## src/rtl/decode_uop_queue_pkg.sv

```systemverilog
// Shared uop layout, class/type codes and ARM field constants
// for the decode uop queue and its cracker.
package decode_uop_queue_pkg;

    localparam int UOP_BITS = 64;

    typedef enum logic [1:0] {
        CLS_INTEGER   = 2'd0,
        CLS_INTEGER_M = 2'd1,
        CLS_LOAD      = 2'd2,
        CLS_STORE     = 2'd3
    } uop_class_e;

    typedef enum logic [2:0] {
        TY_IMM       = 3'd0,
        TY_REG       = 3'd1,
        TY_SHIFT_LSL = 3'd2,
        TY_SHIFT_LSR = 3'd3,
        TY_SHIFT_ASR = 3'd4,
        TY_SHIFT_ROR = 3'd5,
        TY_MUL       = 3'd6
    } uop_type_e;

    localparam logic [3:0] COND_AL = 4'hE;
    localparam logic [3:0] COND_NV = 4'hF;

    localparam logic [1:0] SHIFT_LSL = 2'd0;
    localparam logic [1:0] SHIFT_LSR = 2'd1;
    localparam logic [1:0] SHIFT_ASR = 2'd2;
    localparam logic [1:0] SHIFT_ROR = 2'd3;

    localparam logic [27:0] NOP_HINT = 28'h320F000;

    // Bit 0 is VALID_B; upper bits are reserved and always zero.
    typedef struct packed {
        logic [16:0] rsvd;
        logic        dst0_vld;
        logic [5:0]  dst0;
        logic [5:0]  src2;
        logic [5:0]  src1;
        logic [5:0]  src0;
        logic [11:0] imm12;
        uop_type_e   typ;
        uop_class_e  cls;
        logic [3:0]  cond;
        logic        valid;
    } uop_t;

    function automatic uop_type_e shift_type(input logic [1:0] sh);
        uop_type_e t;
        unique case (sh)
            SHIFT_LSL: t = TY_SHIFT_LSL;
            SHIFT_LSR: t = TY_SHIFT_LSR;
            SHIFT_ASR: t = TY_SHIFT_ASR;
            default:   t = TY_SHIFT_ROR;
        endcase
        return t;
    endfunction

    // TST/TEQ/CMP/CMN only set flags.
    function automatic logic op_writes_rd(input logic [3:0] op);
        return op[3:2] != 2'b10;
    endfunction

endpackage

```

## src/rtl/decode_uop_queue_uop_cracker.sv

```systemverilog
// Combinational ARM decoder: one instruction word to zero,
// one or two uops plus an undefined-encoding flag.
module uop_cracker
    import decode_uop_queue_pkg::*;
#(
    parameter bit         SPLIT_RSR = 1'b1,
    parameter logic [5:0] TMP_REG   = 6'd16
) (
    input  logic [31:0] instr_i,
    output logic [1:0]  n_uops_o,
    output uop_t        uop0_o,
    output uop_t        uop1_o,
    output logic        undef_o
);

    logic [3:0] cond;
    logic [3:0] op;
    logic [5:0] rn, rd, rs, rm;
    logic       wr_rd, is_nv, misc, grp0;
    logic       is_nop, dp_imm, dp_reg, dp_rsr, is_mul, is_ls;
    uop_type_e  sh_ty;
    uop_t       base;

    assign cond  = instr_i[31:28];
    assign op    = instr_i[24:21];
    assign rn    = {2'b00, instr_i[19:16]};
    assign rd    = {2'b00, instr_i[15:12]};
    assign rs    = {2'b00, instr_i[11:8]};
    assign rm    = {2'b00, instr_i[3:0]};
    assign wr_rd = op_writes_rd(op);
    assign sh_ty = shift_type(instr_i[6:5]);

    // Compare ops with S=0 hold MSR, hints, MOVW/MOVT and misc.
    assign misc   = instr_i[24:23] == 2'b10 && !instr_i[20];
    assign is_nv  = cond == COND_NV;
    assign grp0   = !is_nv && instr_i[27:25] == 3'b000;
    assign is_nop = !is_nv && instr_i[27:0] == NOP_HINT;
    assign dp_imm = !is_nv && instr_i[27:25] == 3'b001 && !misc;
    assign dp_reg = grp0 && !misc && !instr_i[4];
    assign dp_rsr = grp0 && !misc && instr_i[4] && !instr_i[7];
    assign is_mul = grp0 && !instr_i[24] && instr_i[7:4] == 4'b1001;
    assign is_ls  = !is_nv && instr_i[27:26] == 2'b01
                    && !(instr_i[25] && instr_i[4]);

    always_comb begin
        base       = '0;
        base.valid = 1'b1;
        base.cond  = cond;
    end

    always_comb begin
        n_uops_o = 2'd0;
        undef_o  = 1'b0;
        uop0_o   = base;
        uop1_o   = base;
        unique case (1'b1)
            is_nop: ;
            dp_imm: begin
                n_uops_o        = 2'd1;
                uop0_o.cls      = CLS_INTEGER;
                uop0_o.typ      = TY_IMM;
                uop0_o.imm12    = instr_i[11:0];
                uop0_o.src0     = rn;
                uop0_o.dst0     = rd;
                uop0_o.dst0_vld = wr_rd;
            end
            dp_reg: begin
                n_uops_o        = 2'd1;
                uop0_o.src0     = rn;
                uop0_o.src1     = rm;
                uop0_o.dst0     = rd;
                uop0_o.dst0_vld = wr_rd;
                if (instr_i[11:5] == 7'd0) begin
                    uop0_o.cls = CLS_INTEGER;
                    uop0_o.typ = TY_REG;
                end else begin
                    uop0_o.cls   = CLS_INTEGER_M;
                    uop0_o.typ   = sh_ty;
                    uop0_o.imm12 = instr_i[11:0];
                end
            end
            dp_rsr: begin
                if (SPLIT_RSR && cond == COND_AL) begin
                    n_uops_o        = 2'd2;
                    uop0_o.cls      = CLS_INTEGER;
                    uop0_o.typ      = sh_ty;
                    uop0_o.src0     = rm;
                    uop0_o.src1     = rs;
                    uop0_o.dst0     = TMP_REG;
                    uop0_o.dst0_vld = 1'b1;
                    uop1_o.cls      = CLS_INTEGER;
                    uop1_o.typ      = TY_REG;
                    uop1_o.src0     = rn;
                    uop1_o.src1     = TMP_REG;
                    uop1_o.dst0     = rd;
                    uop1_o.dst0_vld = wr_rd;
                end else begin
                    n_uops_o        = 2'd1;
                    uop0_o.cls      = (cond != COND_AL) ? CLS_INTEGER
                                                        : CLS_INTEGER_M;
                    uop0_o.typ      = sh_ty;
                    uop0_o.src0     = rn;
                    uop0_o.src1     = rm;
                    uop0_o.src2     = rs;
                    uop0_o.dst0     = rd;
                    uop0_o.dst0_vld = wr_rd;
                end
            end
            is_mul: begin
                n_uops_o        = 2'd1;
                uop0_o.cls      = CLS_INTEGER_M;
                uop0_o.typ      = TY_MUL;
                uop0_o.src0     = rm;
                uop0_o.src1     = rs;
                uop0_o.src2     = rd;
                uop0_o.dst0     = rn;
                uop0_o.dst0_vld = 1'b1;
            end
            is_ls: begin
                n_uops_o     = 2'd1;
                uop0_o.cls   = instr_i[20] ? CLS_LOAD : CLS_STORE;
                uop0_o.src0  = rn;
                uop0_o.imm12 = instr_i[11:0];
                if (instr_i[20]) begin
                    uop0_o.dst0     = rd;
                    uop0_o.dst0_vld = 1'b1;
                end else begin
                    uop0_o.src1 = rd;
                end
            end
            default: undef_o = 1'b1;
        endcase
    end

endmodule

```

## src/rtl/decode_uop_queue.sv

```systemverilog
// Decode stage: cracks instructions into uops and buffers them
// in a DEPTH-entry FIFO with valid/ready on both sides.
module decode_uop_queue
    import decode_uop_queue_pkg::*;
#(
    parameter int         DEPTH     = 8,
    parameter int         UOP_W     = 64,
    parameter bit         SPLIT_RSR = 1'b1,
    parameter logic [5:0] TMP_REG   = 6'd16,
    localparam int        PW        = $clog2(DEPTH),
    localparam int        CW        = $clog2(DEPTH + 1)
) (
    input  logic             clk,
    input  logic             rst,
    input  logic             instr_valid_i,
    input  logic [31:0]      instr_i,
    output logic             instr_ready_o,
    input  logic             flush_i,
    output logic             uop_valid_o,
    output logic [UOP_W-1:0] uop_o,
    input  logic             uop_ready_i,
    output logic [CW-1:0]    count_o,
    output logic             undef_o
);

    if (UOP_W != UOP_BITS) begin : g_bad_uop_w
        $error("UOP_W must equal the package uop width");
    end

    uop_t          mem_q [DEPTH];
    logic [PW-1:0] wr_q, wr_d, rd_q, rd_d, wr_p1;
    logic [CW-1:0] cnt_q, cnt_d;
    logic          undef_q;
    logic [1:0]    crk_n, push_n;
    uop_t          crk_u0, crk_u1, head;
    logic          crk_undef, accept, pop;

    uop_cracker #(
        .SPLIT_RSR (SPLIT_RSR),
        .TMP_REG   (TMP_REG)
    ) u_cracker (
        .instr_i  (instr_i),
        .n_uops_o (crk_n),
        .uop0_o   (crk_u0),
        .uop1_o   (crk_u1),
        .undef_o  (crk_undef)
    );

    // Two free slots are always reserved so a crack never overflows.
    assign instr_ready_o = rst && !flush_i
                           && cnt_q <= CW'(DEPTH - 2);
    assign accept = instr_valid_i && instr_ready_o;
    assign pop    = uop_valid_o && uop_ready_i;
    assign push_n = accept ? crk_n : 2'd0;
    assign wr_p1  = wr_q + PW'(1);

    assign uop_valid_o = cnt_q != '0;
    assign head        = uop_valid_o ? mem_q[rd_q] : '0;
    assign uop_o       = head;
    assign count_o     = cnt_q;
    assign undef_o     = undef_q;

    always_comb begin
        wr_d  = wr_q + PW'(push_n);
        rd_d  = rd_q + PW'(pop);
        cnt_d = cnt_q + CW'(push_n) - CW'(pop);
        if (flush_i) begin
            wr_d  = '0;
            rd_d  = '0;
            cnt_d = '0;
        end
    end

    always_ff @(posedge clk) begin
        if (push_n != 2'd0) mem_q[wr_q] <= crk_u0;
        if (push_n == 2'd2) mem_q[wr_p1] <= crk_u1;
    end

    always_ff @(posedge clk or negedge rst) begin
        if (!rst) begin
            wr_q    <= '0;
            rd_q    <= '0;
            cnt_q   <= '0;
            undef_q <= 1'b0;
        end else begin
            wr_q    <= wr_d;
            rd_q    <= rd_d;
            cnt_q   <= cnt_d;
            undef_q <= accept && crk_undef;
        end
    end

endmodule

```

## config.mk

```make
export PLATFORM = sky130hd
export DESIGN_NAME = decode_uop_queue
export DESIGN_NICKNAME = d
export VERILOG_FILES = /design/src/rtl/decode_uop_queue_pkg.sv /design/src/rtl/decode_uop_queue_uop_cracker.sv /design/src/rtl/decode_uop_queue.sv
export SDC_FILE = /design/constraint.sdc
export NUM_CORES = 1
export LEC_CHECK = 0
export CORE_AREA = 2 2 294 296
export DETAILED_ROUTE_END_ITERATION = 16
export DIE_AREA = 0 0 296 298
export HOLD_SLACK_MARGIN = 0.03
export PLACE_DENSITY_LB_ADDON = 0.15
export SLEW_MARGIN = 20
export SYNTH_ARGS = -nofsm -noshare
export SYNTH_HDL_FRONTEND = slang
export SYNTH_HIERARCHICAL = 1
export SYNTH_SLANG_ARGS = --single-unit
```

## constraint.sdc

```tcl
create_clock -name clk -period 11 [get_ports clk]
set_input_delay 2.2 -clock clk [delete_from_list [all_inputs] [get_ports clk]]
set_output_delay 2.2 -clock clk [all_outputs]
set_load 0.005 [all_outputs]
```

==> summary.md <==
| Metric | Value |
|---|---|
| Status | `finished, final reports clean` |
| Area grow syn2layout | `13.3%` |
| Hold_buf cts | `0` |
| HP Class | `reg -> reg` |
| Slew Viols, Final | `0` |
| Buffers on Ports | `107` |
| Placed Area | `0.0298 mm2` |
| Hold Path End | `wr_q[2]` |
| Core area | `0.0849 mm2` |
| Final setup viols | `0` |
| Leak Pwr | `10.5 nW` |
| Worst-Skew Late Latency | `0.62 ns` |
| CTS tree | `yes` |
| Placed cells | `2849` |
| Iter 0 DRT Violations | `1100` |
| CP Capture Type | `primary output` |
| CTS max path bufs | `3` |
| Area of the multi-input gates | `0.0113 mm2` |
| Max Clock Freq | `0.143 GHz` |
| Final wirelength | `78.7 mm` |
| Synth Area per Inst | `16.6 um2` |
| Period minus WS final | `7.01 ns` |
| Critical Path AT | `4.81 ns` |
| DP HPWL | `44.4 mm` |
| Post-Synthesis Cells | `1677` |
| First-pass GRT wire length | `115 mm` |
| Hold Crit Start | `wr_q[2]` |
| Critical path's largest stage delay | `0.83 ns` |
| Total setup buffers inserted after CTS | `0` |
| Die height | `298 um` |
| Critical Path Slowest Stage Cell | `clkdlybuf4s50_1` |
| Final GP Congestion | `0.843` |
| Relative slew slack | `27.9%` |
| Routed Antenna Nets | `0` |
| Slew @ Worst Pin | `1.08 ns` |
| Critical path fanouts, max | `13` |
| Final Util | `37.2%` |
| Cts repair resizes | `0` |
| R2r worst-path depth | `7` |
| Hold path depth | `2` |
| Worst Setup Path Type | `in -> out` |
| Initial antenna violation count | `2` |
| Total CTS buffers | `59` |
| Most frequent cells in the layout | `edfxtp_1, mux2_2, mux4_2, clkdlybuf4s50_1, nor2_1` |
| Clk root buf | `clkbuf_16` |
| Most common cell after layout, fill and taps aside | `edfxtp_1` |
| Antenna cells | `0` |
| Die width | `296 um` |
| Drt drc | `0` |
| Max cap viols | `0` |
| Worst VDD drop | `132 uV` |
| Largest net degree at the start of global routing | `76` |
| Startpoint types | `input port` |
| Post-synth EDFFs | `512` |
| Layout cells sized above 1 | `41.2%` |
| Fin nets | `1816` |
| Seq. cell area | `0.0157 mm2` |
| Ys async rst share | `2.10%` |
| Setup TNS | `0 ns` |
| RSZ-0062 raised after global routing | `no` |
| Post-Syn Area | `0.0279 mm2` |
| Total GRT Usage | `17.9%` |
| Vias per cell | `5.14` |
| Layout Cells excl Fill | `2956` |
| Clk slew on worst S/H paths | `0.06 ns` |
| Most used DFF post-synth | `edfxtp_1` |
| Reg2reg setup slack | `7.27 ns` |
| Initial cell density of the core | `32.8%` |
| Register bit total from synthesis | `523` |
| Crit Reg-Reg Endpoint | `mem_q[6][1]` |
| FILL cells | `8001` |
| Worst reg2reg startpoint | `count_o[3]` |
| Vias in the first global route | `16.2k` |
| Register area share after synthesis | `56.2%` |
| DIE AREA | `0.0882 mm2` |
| Grt ovf | `0` |
| PwrDens | `175 mW/mm2` |
| Fin Hold WS | `0.700 ns` |
| Unique masters post-synth | `61` |
| Crit path cell chain | `clkdlybuf4s50_1 > nor2b_1 > nand3_4 > inv_2 > clkdlybuf4s50_1` |
| Critical path's most frequent cell | `clkdlybuf4s50_1` |
| Worst Path Required | `8.80 ns` |
| Fin crit share | `63.8%` |
| Drt wl/cell | `26.6 um` |
| Num rows | `107` |
| Fin. Hold Viols | `0` |
| Drt first pass iters | `5` |
| H-tree levels | `2` |
| Io pins | `108` |
| Clock sink total | `523` |
| Final Skew | `0.0142 ns` |
| Vias | `15.2k` |
| Final instance area | `0.0316 mm2` |
| Yosys Warn Count | `6` |
[cells in the mapped netlist, types with 12 or more instances]
master / count / area share [%]
a22o_1: 12 / 0.38
buf_2: 47 / 0.84
buf_4: 85 / 2.3
buf_6: 19 / 0.77
clkbuf_1: 27 / 0.36
edfxtp_1: 512 / 55
inv_1: 13 / 0.18
mux2_1: 45 / 1.8
mux2_2: 467 / 19
mux2i_1: 64 / 2.3
mux4_2: 128 / 10
nor2_1: 86 / 1.2
nor2b_1: 15 / 0.34
[worst max-delay path by stage]
stage,from,end,slack [ns],cells after the start
after CTS,rst,instr_ready_o,3.88,5
after global routing,rst,instr_ready_o,3.69,5
final,rst,instr_ready_o,3.99,5
after floorplan,instr_i[23],mem_q[2][0],3.77,8
after global placement,instr_i[31],mem_q[0][50],3.77,10
after detailed placement,instr_i[31],mem_q[6][5],3.70,10
[where the power goes]
part	internal (mW)	switching [mW]	total, mW
Clock	1.05	0.820	1.87
Sequential	2.20	0.0560	2.26
Combinational	0.738	0.652	1.39
[flip-flops by register name (all words and copies together), names as in the netlist]
name and count:
wr_q 3, mem_q 512, rd_q 3, count_o 4, undef_o 1
[layout make-up]
cell class	instances	share of cell area, %
multi-input cells	1031	35.9
flip-flops and latches	523	49.6
clock buffers	69	4.80
inverters	14	0.166
well taps	1144	4.53
clock inverters	38	0.852
repair buffers	137	4.15
[through the flow]
step / worst slack (ns) / power, mW
after global placement: 3.77 / 3.72
after global routing: 3.69 / 5.77
final: 3.99 / 5.52
after floorplan: 3.77 / 3.11
after detailed placement: 3.70 / 3.72
after CTS: 3.88 / 5.60
[critical path, delay by kind of cell]
kind                   cells  cell delay, ns
buffers and inverters      3            1.97
AND/OR/NAND/NOR            2            0.63
[metal layers]
metal	up-vias	part of all wire, %	GRT usage, %
met5	-	0.017	0
met4	2	2.0	3.96
li1	6724	-	-
met2	402	47	29.1
met3	102	4.7	2.97
met1	7955	46	25.2
[logic make-up after synthesis]
kind of cell,after synthesis,share of synthesized area (%)
AOI/OAI and AO/OA,54,1.53
and+or+nand+nor,179,3.62
adders and majority gates,13,0.637
DFF,523,56.2
buffers and inverters,195,4.49
xor gates and xnor gates,7,0.220
other,2,0.0269
muxes,704,33.3
Note: power is estimated with default switching activity, not from simulation.
